## config.mk

```make
export PLATFORM = sky130hd
export DESIGN_NAME = spi_apb_master_bridge
export DESIGN_NICKNAME = d
export VERILOG_FILES = /design/src/rtl/spi_apb_pkg.sv /design/src/rtl/spi_apb_wait_timer.sv /design/src/rtl/spi_apb_master_bridge.sv
export SDC_FILE = /design/constraint.sdc
export NUM_CORES = 1
export LEC_CHECK = 0
export BUFFER_PORTS_ARGS = -buffer_cell sky130_fd_sc_hd__buf_2
export CORE_UTILIZATION = 40
export CTS_CLUSTER_DIAMETER = 60
export DETAILED_ROUTE_END_ITERATION = 8
export PLACE_DENSITY = 0.76
export SLEW_MARGIN = 20
export SYNTH_ARGS = -nofsm -noshare
export SYNTH_HDL_FRONTEND = slang
export SYNTH_SLANG_ARGS = --single-unit
```

## constraint.sdc

```tcl
create_clock -name PCLK -period 1.5 [get_ports PCLK]
set_input_delay 0.225 -clock PCLK [delete_from_list [all_inputs] [get_ports PCLK]]
set_output_delay 0.225 -clock PCLK [all_outputs]
set_load 0.02 [all_outputs]
```

## src/rtl/spi_apb_pkg.sv

```systemverilog
// Shared types and constants for the SPI APB master bridge.
// FSM state encoding, SPI register map and default bus widths.
package spi_apb_pkg;

  localparam int DEF_ADDR_W         = 3;
  localparam int DEF_DATA_W         = 8;
  localparam int DEF_TIMEOUT_CYCLES = 16;

  localparam logic [2:0] ADDR_CR1 = 3'b000;
  localparam logic [2:0] ADDR_CR2 = 3'b001;
  localparam logic [2:0] ADDR_BR  = 3'b010;
  localparam logic [2:0] ADDR_SR  = 3'b011;
  localparam logic [2:0] ADDR_DR  = 3'b101;

  typedef enum logic [1:0] {
    IDLE   = 2'd0,
    SETUP  = 2'd1,
    ACCESS = 2'd2
  } apb_state_t;

endpackage

```

## src/rtl/spi_apb_wait_timer.sv

```systemverilog
// Saturating ACCESS-phase wait counter for the bridge timeout.
// The top instantiates it only when SPI_APB_TIMEOUT_EN is defined.
module spi_apb_wait_timer #(
  parameter int TIMEOUT_CYCLES = 16
) (
  input  logic PCLK,
  input  logic PRESET_n,
  input  logic clear,
  input  logic inc,
  output logic expired
);

  localparam int CNT_W = $clog2(TIMEOUT_CYCLES);
  localparam logic [CNT_W-1:0] LIMIT = CNT_W'(TIMEOUT_CYCLES - 1);

  logic [CNT_W-1:0] count;

  // Counter saturates at LIMIT so it can never wrap back below the threshold
  always_ff @(posedge PCLK or negedge PRESET_n) begin
    if (!PRESET_n) begin
      count <= '0;
    end else if (clear) begin
      count <= '0;
    end else if (inc && (count != LIMIT)) begin
      count <= count + CNT_W'(1);
    end
  end

  assign expired = (count == LIMIT);

endmodule

```

## src/rtl/spi_apb_master_bridge.sv

```systemverilog
// Command/response to APB requester driving the SPI APB slave port.
// Optional ACCESS-phase timeout abort enabled by defining SPI_APB_TIMEOUT_EN.
module spi_apb_master_bridge
  import spi_apb_pkg::*;
#(
  parameter int ADDR_W         = DEF_ADDR_W,
  parameter int DATA_W         = DEF_DATA_W,
  parameter int TIMEOUT_CYCLES = DEF_TIMEOUT_CYCLES
) (
  input  logic              PCLK,
  input  logic              PRESET_n,
  input  logic              cmd_valid_i,
  output logic              cmd_ready_o,
  input  logic              cmd_write_i,
  input  logic [ADDR_W-1:0] cmd_addr_i,
  input  logic [DATA_W-1:0] cmd_wdata_i,
  output logic              rsp_valid_o,
  output logic [DATA_W-1:0] rsp_rdata_o,
  output logic              rsp_err_o,
  output logic              rsp_timeout_o,
  output logic              busy_o,
  output logic              PSEL_o,
  output logic              PENABLE_o,
  output logic              PWRITE_o,
  output logic [ADDR_W-1:0] PADDR_o,
  output logic [DATA_W-1:0] PWDATA_o,
  input  logic [DATA_W-1:0] PRDATA_i,
  input  logic              PREADY_i,
  input  logic              PSLVERR_i
);

  if (TIMEOUT_CYCLES < 2) begin : g_bad_timeout
    $error("spi_apb_master_bridge: TIMEOUT_CYCLES must be at least 2");
  end

  apb_state_t state, state_next;
  logic       cmd_accept;
  logic       complete;
  logic       abort;

  assign cmd_accept = cmd_valid_i && cmd_ready_o;
  assign complete   = (state == ACCESS) && PREADY_i;

`ifdef SPI_APB_TIMEOUT_EN
  logic wait_expired;

  spi_apb_wait_timer #(
    .TIMEOUT_CYCLES(TIMEOUT_CYCLES)
  ) u_wait_timer (
    .PCLK    (PCLK),
    .PRESET_n(PRESET_n),
    .clear   (state == SETUP),
    .inc     ((state == ACCESS) && !PREADY_i),
    .expired (wait_expired)
  );

  assign abort = (state == ACCESS) && !PREADY_i && wait_expired;
`else
  assign abort = 1'b0;
`endif

  always_ff @(posedge PCLK or negedge PRESET_n) begin
    if (!PRESET_n) begin
      state <= IDLE;
    end else begin
      state <= state_next;
    end
  end

  // A command accepted at completion chains straight into SETUP with no IDLE gap
  always_comb begin
    state_next = state;
    unique case (state)
      IDLE:    if (cmd_accept) state_next = SETUP;
      SETUP:   state_next = ACCESS;
      ACCESS: begin
        if (complete) begin
          state_next = cmd_accept ? SETUP : IDLE;
        end else if (abort) begin
          state_next = IDLE;
        end
      end
      default: state_next = IDLE;
    endcase
  end

  always_comb begin
    PSEL_o      = 1'b0;
    PENABLE_o   = 1'b0;
    busy_o      = (state != IDLE);
    cmd_ready_o = (state == IDLE) || complete;
    unique case (state)
      SETUP:  PSEL_o = 1'b1;
      ACCESS: begin
        PSEL_o    = 1'b1;
        PENABLE_o = 1'b1;
      end
      default: ;
    endcase
  end

  always_ff @(posedge PCLK or negedge PRESET_n) begin
    if (!PRESET_n) begin
      PWRITE_o <= 1'b0;
      PADDR_o  <= '0;
      PWDATA_o <= '0;
    end else if (cmd_accept) begin
      PWRITE_o <= cmd_write_i;
      PADDR_o  <= cmd_addr_i;
      PWDATA_o <= cmd_wdata_i;
    end
  end

  // Read data and error hold between completions; only the valid strobe pulses
  always_ff @(posedge PCLK or negedge PRESET_n) begin
    if (!PRESET_n) begin
      rsp_valid_o   <= 1'b0;
      rsp_rdata_o   <= '0;
      rsp_err_o     <= 1'b0;
      rsp_timeout_o <= 1'b0;
    end else begin
      rsp_valid_o <= complete || abort;
      if (complete) begin
        rsp_rdata_o   <= PWRITE_o ? '0 : PRDATA_i;
        rsp_err_o     <= PSLVERR_i;
        rsp_timeout_o <= 1'b0;
      end else if (abort) begin
        rsp_rdata_o   <= '0;
        rsp_err_o     <= 1'b1;
        rsp_timeout_o <= 1'b1;
      end
    end
  end

endmodule

```

# ---- Yosys cells after proc, flatten, opt, wreduce, memory -nomap -nowiden
# Index checks and enable logic that the tools add are counted.
dict set report word_totals {
  regBits 24
  input_bits 25
}
dict set report op_classes {
  n_eq_ne 4
  muxes 7
  reduce_logical 7
}
# cell count
set op_table {}
lappend op_table {{$mux 8} 1}
lappend op_table {{$pmux 2 s3} 1}
lappend op_table {{$mux 2} 2}
lappend op_table {{$ne 2x2->1 const B} 2}
lappend op_table {{$mux 1} 3}
lappend op_table {{$eq 2x1->1 const B} 1}
lappend op_table {{$eq 2x2->1 const B} 1}
lappend op_table {{$logic_and 1x1->1} 2}
lappend op_table {{$logic_not 2->1} 1}
lappend op_table {{$reduce_and 2->1} 1}
lappend op_table {{$reduce_bool 2->1} 1}
lappend op_table {{$reduce_or 2->1} 1}
lappend op_table {{$logic_or 1x1->1} 1}

# ---- Depth between registers and ports, before layout
dict set report depth {
  depth_word 7
  ltp_mapped 6
}

# ---- Worst setup path after synthesis
# No wires, ideal clock.
dict set report synth_timing {
  path_kind {register -> register}
  start {register state[0]}
  end {register PADDR_o[0]}
  arrival_ps 1595
  required_time_ps 1375
  slack_ps -220
  path_stages_with_launch 7
  n_path_buf 1
  cell_sequence {dfrtp_1 inv_1 ha_1 a21o_2 nand2_2 buf_6 mux2_4}
}
dict set report synth_between {
  elab_chain_cells 4
  elab_cells_between_ends 5
  cone_classes {eq/ne: 1; reduce/logical: 4}
}
# item line
set synth_rtl {}
lappend synth_rtl {{start, declared} spi_apb_master_bridge.sv:36} ;# apb_state_t state, state_next;
lappend synth_rtl {{start signal, assigned} spi_apb_master_bridge.sv:66} ;# state <= state_next;
lappend synth_rtl {{$eq 2x2->1} spi_apb_master_bridge.sv:42} ;# assign complete = (state == ACCESS) && PREADY_i;
lappend synth_rtl {{$logic_and 1x1->1} spi_apb_master_bridge.sv:42}
lappend synth_rtl {{$logic_or 1x1->1 (*)} spi_apb_master_bridge.sv:91} ;# cmd_ready_o = (state == IDLE) || complete;
lappend synth_rtl {{named net cmd_ready_o} spi_apb_master_bridge.sv:13} ;# output logic cmd_ready_o,
lappend synth_rtl {{$logic_and 1x1->1 (*)} spi_apb_master_bridge.sv:41} ;# assign cmd_accept = cmd_valid_i && cmd_ready_o;
lappend synth_rtl {{end signal, assigned} spi_apb_master_bridge.sv:109} ;# PADDR_o <= cmd_addr_i;
lappend synth_rtl {{end, declared} spi_apb_master_bridge.sv:25} ;# output logic [ADDR_W-1:0] PADDR_o,
# The timed path passes the listed nets; every way through them passes the cells marked *.
# A chain may end at the register's enable or synchronous reset.

# ---- Worst setup path after layout
dict set report layout_timing {
  start {register state[1]}
  end {output port cmd_ready_o}
}
dict set report layout_between {
  elab_chain_cells 3
  elab_cells_between_ends 4
  cone_classes {eq/ne: 1; reduce/logical: 3}
}
# item line
set layout_rtl {}
lappend layout_rtl {{$eq 2x2->1} spi_apb_master_bridge.sv:42}
lappend layout_rtl {{$logic_and 1x1->1} spi_apb_master_bridge.sv:42}
lappend layout_rtl {{$logic_or 1x1->1 (*)} spi_apb_master_bridge.sv:91}
lappend layout_rtl {{end, declared} spi_apb_master_bridge.sv:13}
# Every way passes the cells marked *; elsewhere a longest branch is shown, timed or not.

==> results.toml <==
[logic_synthesis]
ys_types = 16
yosys.area_share.simple = 0.08531
yosysWarningCount = 0
syn_nets = 111
netlist_area_um2 = 1056
synth_commonest_cells = "24 x dfrtp_1, 10 x mux2_4, 9 x nand2_1, 9 x o21ai_0, 8 x nand2b_1"
synth_largest_area_cell = "dfrtp_1"
synth_mux_area_frac = 0.1848
ys_ff_latch = 24
async_reset_ff_frac = 1.000
ys.flop_type = "dfrtp_1"
synth.area.top_cells = "dfrtp_1 57%, mux2_4 14%, ha_1 4.7%"
syn-mean-instance-area_um2 = 12.88
synth_cells = 82
synth.most_common_cell = "dfrtp_1"
synth_fa_ha_area_frac = 0.04739
synth_top_area_frac = 0.5687
synth_edf_count = 0
ys_seq_area_frac = 0.5687
synthXorXnorAreaFrac = 0
synth_top_family_by_area = "multiplexers"
synth_compound_area_frac = 0.06635

[global_routing]
grt_max_degree = 25
grt_overflow = 0
globalRouteTotalUtil = 0.1456
grt_pass1_vias = 706
grt_antenna_before_repair = 0
grt_first_pass_wirelength_um = 2994

[worst_setup_path]
cp-startpoint = "state[1]"
startpoint_type = "flop"
critical-path-slowest-cell = "dfrtp_2"
cp-end-kind = "output port"
r2r_start = "state[1]"
cp.arrival_ns = 1.28
crit_fanout = 4
cp_slowest_stage_delay_ns = 0.43
crit_chain = "inv_2 > ha_4 > a21o_4 > buf_6"
worstPathRequired_ns = 1.27
path_class = "reg -> out"

[power_and_ir_drop]
p_seq_frac = 0.340
clockPowerShare = 0.136
ir_drop_uv = 1178
netSwitchingFraction = 0.3887
power.internal_mw = 2.049
power_leakage_nw = 0.7979
power.density_nw_per_um2 = 2255
switchingPower_mw = 1.303
power_frac_comb = 0.524

[drt]
drt_iter0_drc = 7
drc_errors = 0
routed_wl_um = 2054
ant_nets = 0
viasPerCell = 4.676
wl_per_cell_um = 12.08
drtPass1Iterations = 4
via_count = 795

[cts]
htreeDepth = 1
clockBufferDepth = 2
tritoncts = "yes"
cts_made_buffers = 3
clock-sinks = 24
clk_pin_slew_ns = 0.13
cts-root-buf = "clkbuf_4"
clk_latency_ns = 0.31

[cells_and_area]
finalNetCount = 170
area_growth_pct = 40.76
multi_input_area_um2 = 451.7
num-fill-cells = 215
diodes = 0
ff_latch_area_um2 = 601.8
drive_above_1_share = 0.5857
final_util = 0.6000

[sta]
skew_ns = 0.005178
worst_pin_slew_ns = 0.5352
fin_crit_sh = 1.006
setup_viol = 1
max_freq_mhz = 662.7
finalWorstSetupSlack_ns = -0.009071
max-slew-margin-rel = 0.6432
period_needed_ns = 1.509
slew_viol_final = 0
hold_violations = 0
rsz0062_at_grt = "yes"

[run_status]
violations = "setup timing"
status = "finished, violations left"

[min_path]
hold_path_startpoint = "cmd_wdata_i[3]"
hold_path_class = "in -> reg"

[placement]
io_buffers = 50
dp_slack_ns = -0.05543
dp_hpwl_um = 1531
gp_congestion = 0.6991

[run]
max-cap-violations = 0

[die]
die_area_um2 = 2849
pin_count = 52
initial_utilization = 0.4263
rows = 18
die_h_um = 53.38
core-area_um2 = 2477
die_x_um = 53.38
path summary, 6_finish.rpt:
path | endpoint | depth (start not counted) | slack (ns)
max | cmd_ready_o | 4 | -0.009
min | PWDATA_o[3] | 2 | 0.13
max reg2reg | PWDATA_o[0] | 5 | 0.01
min reg2reg | rsp_rdata_o[0] | 2 | 0.49
max in group asynchronous | state[1] | 2 | 0.69
min in group asynchronous | rsp_rdata_o[2] | 2 | 0.42
stage by stage:
stage | cells | hold slack [ns] | setup TNS [ns] | power (mW) | area [um2]
after floorplan | 82 | -0.07059 | -0.06588 | 2.300 | 1086
after global placement | 162 | 0.2230 | 0 | 2.750 | 1369
after detailed placement | 162 | 0.2416 | -0.2098 | 2.797 | 1369
after CTS | 168 | 0.1200 | -0.1487 | 3.340 | 1464
after global routing | 170 | 0.1169 | -0.1285 | 3.574 | 1486
final | 170 | 0.1322 | -0.009071 | 3.351 | 1486
repair_timing:
| item | CTS | global route |
|---|---|---|
| pin swaps | 0 | 1 |
| buffers inserted | 1 | 2 |
| hold endpoints to repair | 24 | 0 |
| hold buffers | 1 | 0 |
| setup endpoints to repair | 16 | 17 |
| resized for setup | 6 | 3 |
logic make-up after synthesis:
logic type / count (synthesis)
AOI/OAI and AO/OA: 12
adders and majority gates: 4
buffers and inverters: 9
DFF: 24
muxes: 14
other: 1
and+or+nand+nor: 18
placed cells by master (no fill, tap or decap):
cell           netlist  final
o21ai_0              9      9
dfrtp_2              0      1
a21o_4               0      1
clkbuf_4             0      3
o22ai_2              0      1
buf_6                1      2
inv_1                6      4
mux2_4              10     10
nand2_1              9      9
buf_2                1     47
mux2_2               4      4
ha_1                 4      2
a32o_1               1      1
ha_4                 0      2
dfrtp_1             24     23
buf_4                1      7
dlygate4sd3_1        0      1
conb_1               1      1
nand2b_1             8      8
nand2_4              0      1
inv_2                0      2
bufinv_16            0      1
routing by layer:
layer / track usage / share of wire / wire length, um
met4: 0.05263 / 0.0093 / 19
met3: 0.02586 / 0.060 / 123
met1: 0.1759 / 0.43 / 887
met2: 0.2542 / 0.50 / 1022
met5: 0 / 0 / 0
power groups by stage:
stage / clock, mW / combinational (mW) / sequential [mW]
global placement: 0 / 1.61 / 1.14
detailed placement: 0 / 1.64 / 1.15
floorplan: 0 / 0.803 / 1.50
CTS: 0.474 / 1.73 / 1.14
global route: 0.495 / 1.90 / 1.18
finish: 0.457 / 1.76 / 1.14
registers in the layout, summed over array words and instances (netlist names):
signal / cells
PADDR_o: 3
PWRITE_o: 1
rsp_err_o: 1
rsp_rdata_o: 8
PWDATA_o: 8
rsp_valid_o: 1
state: 2
critical path, delay by kind of cell (launching register included):
family | cells | cell delay, ns
adders and majority gates | 1 | 0.16
DFF | 1 | 0.43
AOI/OAI and AO/OA | 1 | 0.19
buffers and inverters | 2 | 0.20
cell type report:
cell class	count	area share
sequential	24	0.4049
multi-input combinational	49	0.3039
timing repair buffer	57	0.2155
tap	30	0.02525
clock inverter	1	0.02020
clock buffer	3	0.01515
inverter	6	0.01515
No activity file was read; power rests on OpenSTA's default activity.
